===== src/rtl/alu_seq_if.sv =====
// Operand-issue / result-consumer bundle for alu_seq.
// The DUT takes the slave side; the issuing stage or bench takes the master side.
interface alu_seq_if #(parameter int WIDTH = 8);
  logic [WIDTH-1:0]   a;
  logic [WIDTH-1:0]   b;
  logic [3:0]         sel_op;
  logic               in_valid;
  logic               in_ready;
  logic [2*WIDTH-1:0] out_result;
  logic               out_valid;
  logic               out_ready;
  logic               out_zero;
  logic               out_div0;

  modport master (
    output a, b, sel_op, in_valid, out_ready,
    input  in_ready, out_result, out_valid, out_zero, out_div0
  );

  modport slave (
    input  a, b, sel_op, in_valid, out_ready,
    output in_ready, out_result, out_valid, out_zero, out_div0
  );
endinterface


===== src/rtl/alu_seq.sv =====
// Handshaked 16-op ALU, WIDTH-bit unsigned operands, 2*WIDTH-bit result.
// Multiply (shift-add) and divide (restoring) share one iterative engine.
module alu_seq #(
  parameter int WIDTH = 8
) (
  input  logic     clk,
  input  logic     rst,
  alu_seq_if.slave bus
);
  localparam int RW = 2 * WIDTH;
  localparam int CW = $clog2(WIDTH + 1);

  typedef enum logic [1:0] {IDLE, BUSY, DONE} state_t;

  state_t           state, state_nxt;
  logic [WIDTH-1:0] op_m;
  logic             is_div;
  logic [RW-1:0]    acc;
  logic [CW-1:0]    cnt;
  logic [RW-1:0]    result;
  logic             zero, div0;
  logic             iter_op, div_by0;
  logic [WIDTH-1:0] lo_res;
  logic [RW-1:0]    single_res, step_acc;
  logic [WIDTH:0]   mul_sum, div_tmp, div_diff;

  assign div_by0 = (bus.sel_op == 4'h4) && (bus.b == '0);
  assign iter_op = (bus.sel_op == 4'h3) || ((bus.sel_op == 4'h4) && (bus.b != '0));

  // State register
  always_ff @(posedge clk) begin
    if (rst) state <= IDLE;
    else     state <= state_nxt;
  end

  // Next-state logic
  always_comb begin
    state_nxt = state;
    case (state)
      IDLE:    if (bus.in_valid) state_nxt = iter_op ? BUSY : DONE;
      BUSY:    if (cnt == CW'(1)) state_nxt = DONE;
      DONE:    if (bus.out_ready) state_nxt = IDLE;
      default: state_nxt = IDLE;
    endcase
  end

  // Handshake outputs
  always_comb begin
    bus.in_ready  = (state == IDLE) && !rst;
    bus.out_valid = (state == DONE);
  end

  // Single-cycle results; ops producing only WIDTH bits go through lo_res,
  // so the zero-extension happens after inversion. Mul/div leave this 0,
  // which is also the required divide-by-zero result.
  always_comb begin
    lo_res     = '0;
    single_res = '0;
    case (bus.sel_op)
      4'h0: lo_res[0]  = (bus.a == bus.b);
      4'h1: single_res = {{(WIDTH-1){1'b0}}, {1'b0, bus.a} + {1'b0, bus.b}};
      4'h2: single_res = {{WIDTH{1'b0}}, bus.a} - {{WIDTH{1'b0}}, bus.b};
      4'h5: single_res = {{(WIDTH-1){1'b0}}, bus.a, 1'b0};
      4'h6: lo_res     = bus.a >> 1;
      4'h7: lo_res     = bus.a & bus.b;
      4'h8: lo_res     = bus.a | bus.b;
      4'h9: lo_res     = bus.a ^ bus.b;
      4'hA: lo_res     = ~(bus.a | bus.b);
      4'hB: lo_res     = ~(bus.a & bus.b);
      4'hC: lo_res     = ~(bus.a ^ bus.b);
      4'hD: lo_res     = ~bus.b;
      4'hE: lo_res[0]  = (bus.a > bus.b);
      4'hF: lo_res[0]  = (bus.a < bus.b);
      default: ;
    endcase
    single_res = single_res | {{WIDTH{1'b0}}, lo_res};
  end

  // One engine step. acc = {upper, lower}: multiply keeps the partial
  // product in upper and the shifting multiplier in lower; divide keeps the
  // partial remainder in upper and dividend/quotient bits in lower.
  always_comb begin
    mul_sum  = {1'b0, acc[RW-1:WIDTH]} + (acc[0] ? {1'b0, op_m} : '0);
    div_tmp  = {acc[RW-1:WIDTH], acc[WIDTH-1]};
    div_diff = div_tmp - {1'b0, op_m};
    if (is_div)
      step_acc = div_diff[WIDTH] ? {div_tmp[WIDTH-1:0], acc[WIDTH-2:0], 1'b0}
                                 : {div_diff[WIDTH-1:0], acc[WIDTH-2:0], 1'b1};
    else
      step_acc = {mul_sum, acc[WIDTH-1:1]};
  end

  // Datapath and result register
  always_ff @(posedge clk) begin
    if (rst) begin
      op_m   <= '0;
      is_div <= 1'b0;
      acc    <= '0;
      cnt    <= '0;
      result <= '0;
      zero   <= 1'b0;
      div0   <= 1'b0;
    end else begin
      case (state)
        IDLE: if (bus.in_valid) begin
          is_div <= (bus.sel_op == 4'h4);
          op_m   <= (bus.sel_op == 4'h4) ? bus.b : bus.a;
          acc    <= {{WIDTH{1'b0}}, (bus.sel_op == 4'h4) ? bus.a : bus.b};
          div0   <= div_by0;
          if (iter_op) begin
            cnt <= CW'(WIDTH);
          end else begin
            result <= single_res;
            zero   <= (single_res == '0);
          end
        end
        BUSY: begin
          acc <= step_acc;
          cnt <= cnt - CW'(1);
          if (cnt == CW'(1)) begin
            result <= step_acc;
            zero   <= (step_acc == '0);
          end
        end
        default: ;
      endcase
    end
  end

  assign bus.out_result = result;
  assign bus.out_zero   = zero;
  assign bus.out_div0   = div0;
endmodule


===== src/flat_wrapper.sv =====
// flat-port wrapper written by rule: the top's interface ports become plain ports
module alu_seq_flat 
#(
  parameter int WIDTH = 8
)
  (clk, rst, bus_a, bus_b, bus_sel_op, bus_in_valid, bus_out_ready, bus_in_ready, bus_out_result, bus_out_valid, bus_out_zero, bus_out_div0);
  alu_seq_if #(.WIDTH(WIDTH)) bus_i ();
  input  logic clk;
  input  logic rst;
  input wire logic [$bits(bus_i.a)-1:0] bus_a;
  input wire logic [$bits(bus_i.b)-1:0] bus_b;
  input wire logic [$bits(bus_i.sel_op)-1:0] bus_sel_op;
  input wire logic [$bits(bus_i.in_valid)-1:0] bus_in_valid;
  input wire logic [$bits(bus_i.out_ready)-1:0] bus_out_ready;
  output wire logic [$bits(bus_i.in_ready)-1:0] bus_in_ready;
  output wire logic [$bits(bus_i.out_result)-1:0] bus_out_result;
  output wire logic [$bits(bus_i.out_valid)-1:0] bus_out_valid;
  output wire logic [$bits(bus_i.out_zero)-1:0] bus_out_zero;
  output wire logic [$bits(bus_i.out_div0)-1:0] bus_out_div0;
  assign bus_i.a = bus_a;
  assign bus_i.b = bus_b;
  assign bus_i.sel_op = bus_sel_op;
  assign bus_i.in_valid = bus_in_valid;
  assign bus_i.out_ready = bus_out_ready;
  assign bus_in_ready = bus_i.in_ready;
  assign bus_out_result = bus_i.out_result;
  assign bus_out_valid = bus_i.out_valid;
  assign bus_out_zero = bus_i.out_zero;
  assign bus_out_div0 = bus_i.out_div0;
  alu_seq #(.WIDTH(WIDTH)) u_core (.clk(clk), .rst(rst), .bus(bus_i));
endmodule

===== config.mk =====
export PLATFORM = sky130hd
export DESIGN_NAME = alu_seq_flat
export DESIGN_NICKNAME = d
export VERILOG_FILES = /design/src/rtl/alu_seq_if.sv /design/src/rtl/alu_seq.sv /design/src/flat_wrapper.sv
export SDC_FILE = /design/constraint.sdc
export NUM_CORES = 1
export LEC_CHECK = 0
export CORE_MARGIN = 2
export CORE_UTILIZATION = 47
export DETAILED_ROUTE_END_ITERATION = 12
export HOLD_SLACK_MARGIN = 0.02
export PLACE_DENSITY = 0.7
export SKIP_LAST_GASP = 1
export SLEW_MARGIN = 20
export SYNTH_ARGS = -nofsm -noshare
export SYNTH_HDL_FRONTEND = slang
export SYNTH_SLANG_ARGS = --single-unit

===== constraint.sdc =====
create_clock -name clk -period 3.6 [get_ports clk]
set_input_delay 1.08 -clock clk [delete_from_list [all_inputs] [get_ports clk]]
set_output_delay 1.08 -clock clk [all_outputs]
set_load 0.05 [all_outputs]

==> flow_results.org <==
** Synthesis
- Synthesis inferred 49 register bits.
- The Yosys step of the flow raised 0 warnings.
- After synthesis, the cell types taking the most area are sky130_fd_sc_hd__dfxtp_1, sky130_fd_sc_hd__ha_1, sky130_fd_sc_hd__nor2_1.
- Number of nets in the synthesized netlist :: 749
- The cell area that synthesis handed to floorplanning was 5036 µm².
- Leading post-synthesis cells by instance count :: sky130_fd_sc_hd__nor2_1, sky130_fd_sc_hd__nand2_1, sky130_fd_sc_hd__dfxtp_1
- Among all cell types in the netlist, the one instantiated most often is sky130_fd_sc_hd__nor2_1.
- Cell taking the most area after synthesis :: sky130_fd_sc_hd__dfxtp_1
- Primary flip-flop cell chosen by synthesis mapping :: sky130_fd_sc_hd__dfxtp_1
- Post-synth ARST share :: 0
- The synthesized netlist contains 72 unique library cells.
- Avg Inst Size Synth :: 7.417 µm²
- Syn Inst Count :: 679
- Register area share after synthesis :: 0.1948
- Of the post-synthesis cell area, the dominant cell type holds 0.1948.
- Yosys mapped a number of flops with a built-in enable equal to 0.

** Cells and area
- Share of post-route cells with drive strength above 1 :: 0.2161
- Count of nets after finishing :: 874
- Fill cell instance count of the final layout :: 965
- Signed area change from the synthesized netlist to the final layout :: 29.99%
- 0 antenna diodes ended up in the layout.

** GRT
- Global-route usage over all layers :: 0.3135
- The number of global-route vias before repair came to 5379.
- For this run the aggregate overflow at the end of global routing stands at 0.
- Entering global routing, the biggest net connects 52 pins.
- The first global-routing pass estimated 28.59 mm of wire.
- Antenna violations before repair :: 0

** Setup path
- Data on the critical path arrives at its endpoint at 3.83 ns.
- Data required time at the worst endpoint :: 3.84 ns
- The worst setup path is captured at a flop.
- The setup path with the least slack is of type input port to flop.
- In this run the worst path has a maximum fanout of 7.
- Worst Setup Start Kind :: input port

** Clock network
- Clock latency on the worst-skew pair :: 0.32 ns
- Quantity of hold-fixing buffers added after cts :: 0
- The root buffer cell chosen for the clock tree is sky130_fd_sc_hd__clkbuf_8.
- CTS H-tree depth :: 2
- CTS tree :: done
- Clock-pin slew was measured on the worst setup and hold paths at 0.08 ns.
- Counting the buffers created by CTS gives 5.
- CTS saw 49 sinks.
- Max clock buf depth :: 2

** Route
- The first detailed-routing pass ran for 5 iterations.
- Count of antenna-violating nets left after detailed routing :: 0
- Final Routed Wirelength :: 18.20 mm
- Average wire length per cell after detail routing :: 19.34 µm
- Drt drc :: 0
- Via count normalized by instance count :: 6.123
- Detailed routing inserted a total of 5762 vias.
- After the first detailed-routing iteration, the DRC count stood at 538.

** Timing
- Unrepaired setup endpoints after global routing :: yes
- Final worst path period share :: 0.9964
- Highest achievable clock rate :: 0.2788 GHz
- The worst pin sits at a relative slew slack of 0.2851.
- Setup slack on the critical path of the routed design comes to 0.01279 ns.
- Worst-Margin Slew :: 1.071 ns
- Worst clock skew :: 0.01271 ns
- For the finished layout, the period the worst path requires is 3.587 ns.
- The final number of max-transition violations is 0.
- The final count of hold timing violations was 0.
- Total of endpoints with negative setup slack in the final report :: 0

** Placed design
- Detailed placement ended at an HPWL of 14.47 mm.
- The congestion estimate from routability-driven global placement came to 1.057.
- At the placement stage, the worst setup path has a slack of -0.3994 ns.
- Buffers placed on the I/O ports in this run total 43.

** Floorplanning
- Die boundary width :: 107.5 µm
- Chip height :: 107.5 µm
- The core region is 10370 µm².
- Die Outline Area :: 11560 µm²
- The floorplan has 37 rows.
- For this configuration, the core starts out at a cell density of 0.4856.
- 44 I/O pins were placed.

** Power and ir drop
- Leakage Power :: 0.002777 µW
- The design draws 1818 µW.
- Maximum resistive drop on vdd :: 205.9 µV
- PD cells :: 277.7 nW/µm²

** Min path
- Min-delay worst type :: flop to flop

** Run
- Across the run, the number of max-cap violations was 0.

** Outcome
- The flow ran to the end, and the final reports show no timing, DRC or antenna violations.
==> through the flow <==
stage	hold slack (ns)	utilization	cell area [µm²]	TNS, ns	std cells
after floorplan	0.4536	-	5036	0	679
after CTS	0.4562	0.6204	6434	-0.2877	939
after global routing	0.4868	0.6313	6546	-0.2347	941
final	0.4525	0.6313	6546	0	941
after global placement	0.4370	0.6094	6320	-4.695	931
after detailed placement	0.4439	0.6094	6320	-4.772	931
==> worst max-delay path: stages <==
cell and delay [ns]:
sky130_fd_sc_hd__clkdlybuf4s50_1 0.60, sky130_fd_sc_hd__inv_1 0.11, sky130_fd_sc_hd__ha_2 0.43, sky130_fd_sc_hd__inv_1 0.08, sky130_fd_sc_hd__buf_4 0.16, sky130_fd_sc_hd__a221oi_1 0.22, sky130_fd_sc_hd__o211ai_1 0.17, sky130_fd_sc_hd__a211oi_2 0.31
sky130_fd_sc_hd__nand4_1 0.10, sky130_fd_sc_hd__or4_1 0.43, sky130_fd_sc_hd__o211ai_2 0.14
==> cell families (layout without fill, tap and decap cells) <==
family,count (synthesis),after routing,share of synthesized area
compound gates,213,213,0.2904
flops,49,49,0.1948
fa+ha+maj,46,46,0.1202
buf+inv,80,206,0.06882
mux,29,29,0.06459
simple gates,249,249,0.2385
xor+xnor,13,13,0.02261
==> placed cells by master, fill, tap and decap left out, types with 14 or more instances in the layout <==
cell type and n:
sky130_fd_sc_hd__buf_4 117, sky130_fd_sc_hd__nor2_1 80, sky130_fd_sc_hd__nand2_1 64, sky130_fd_sc_hd__dfxtp_1 49, sky130_fd_sc_hd__a21oi_1 45, sky130_fd_sc_hd__clkdlybuf4s50_1 40
sky130_fd_sc_hd__inv_1 37, sky130_fd_sc_hd__ha_1 36, sky130_fd_sc_hd__o21ai_0 35, sky130_fd_sc_hd__a211oi_1 31, sky130_fd_sc_hd__mux2i_1 22, sky130_fd_sc_hd__nor2b_1 15
sky130_fd_sc_hd__nand3_1 15, sky130_fd_sc_hd__and2_1 14
==> power by group <==
group	total [µW]	switching (µW)	internal, µW
logic	810	459	351
clock network	405	196	209
registers	603	26.8	577
==> path summary, 6_finish.rpt <==
path / from / to / slack [ns] / cells after the start
max: bus_b[6] / u_core.bus.out_zero$_SDFFE_PP0P_ / 0.01 / 11
min: u_core.bus.out_div0$_SDFFE_PP0P_ / u_core.bus.out_div0$_SDFFE_PP0P_ / 0.45 / 2
max reg2reg: u_core.acc[7]$_SDFFE_PP0P_ / u_core.bus.out_zero$_SDFFE_PP0P_ / 0.25 / 12
min reg2reg: u_core.bus.out_div0$_SDFFE_PP0P_ / u_core.bus.out_div0$_SDFFE_PP0P_ / 0.45 / 2
==> layout make-up <==
cell class	instances	area, µm²	share of cell area
multi-input combinational	550	3809	0.5818
sequential	49	980.9	0.1498
tap	136	170.2	0.02599
timing repair buffer	161	1336	0.2041
clock inverter	2	38.79	0.005925
inverter	37	138.9	0.02122
clock buffer	6	72.57	0.01109
==> layer usage <==
| metal | wire length [µm] | track usage | vias to the layer above |
|---|---|---|---|
| met3 | 1230 | 0.03208 | 60 |
| met4 | 869 | 0.1438 | 0 |
| met5 | 0 | 0 | - |
| met1 | 7313 | 0.3938 | 2674 |
| met2 | 8782 | 0.5377 | 307 |
| li1 | - | - | 2721 |
==> registers in the layout, summed over array words and instances (netlist names) <==
name	flops
u_core.bus.out_div0	1
u_core.bus.out_result	16
u_core.op_m	8
u_core.cnt	4
u_core.is_div	1
u_core.acc	16
u_core.bus.out_zero	1
u_core.state	2
==> repair_timing <==
| action | 4_1_cts | 5_1_grt |
|---|---|---|
| pin swaps | 0 | 3 |
| resized for setup | 2 | 26 |
| buffers inserted | 0 | 2 |
| endpoints found under the setup margin | 8 | 13 |
(Power assumes the default switching activity.)
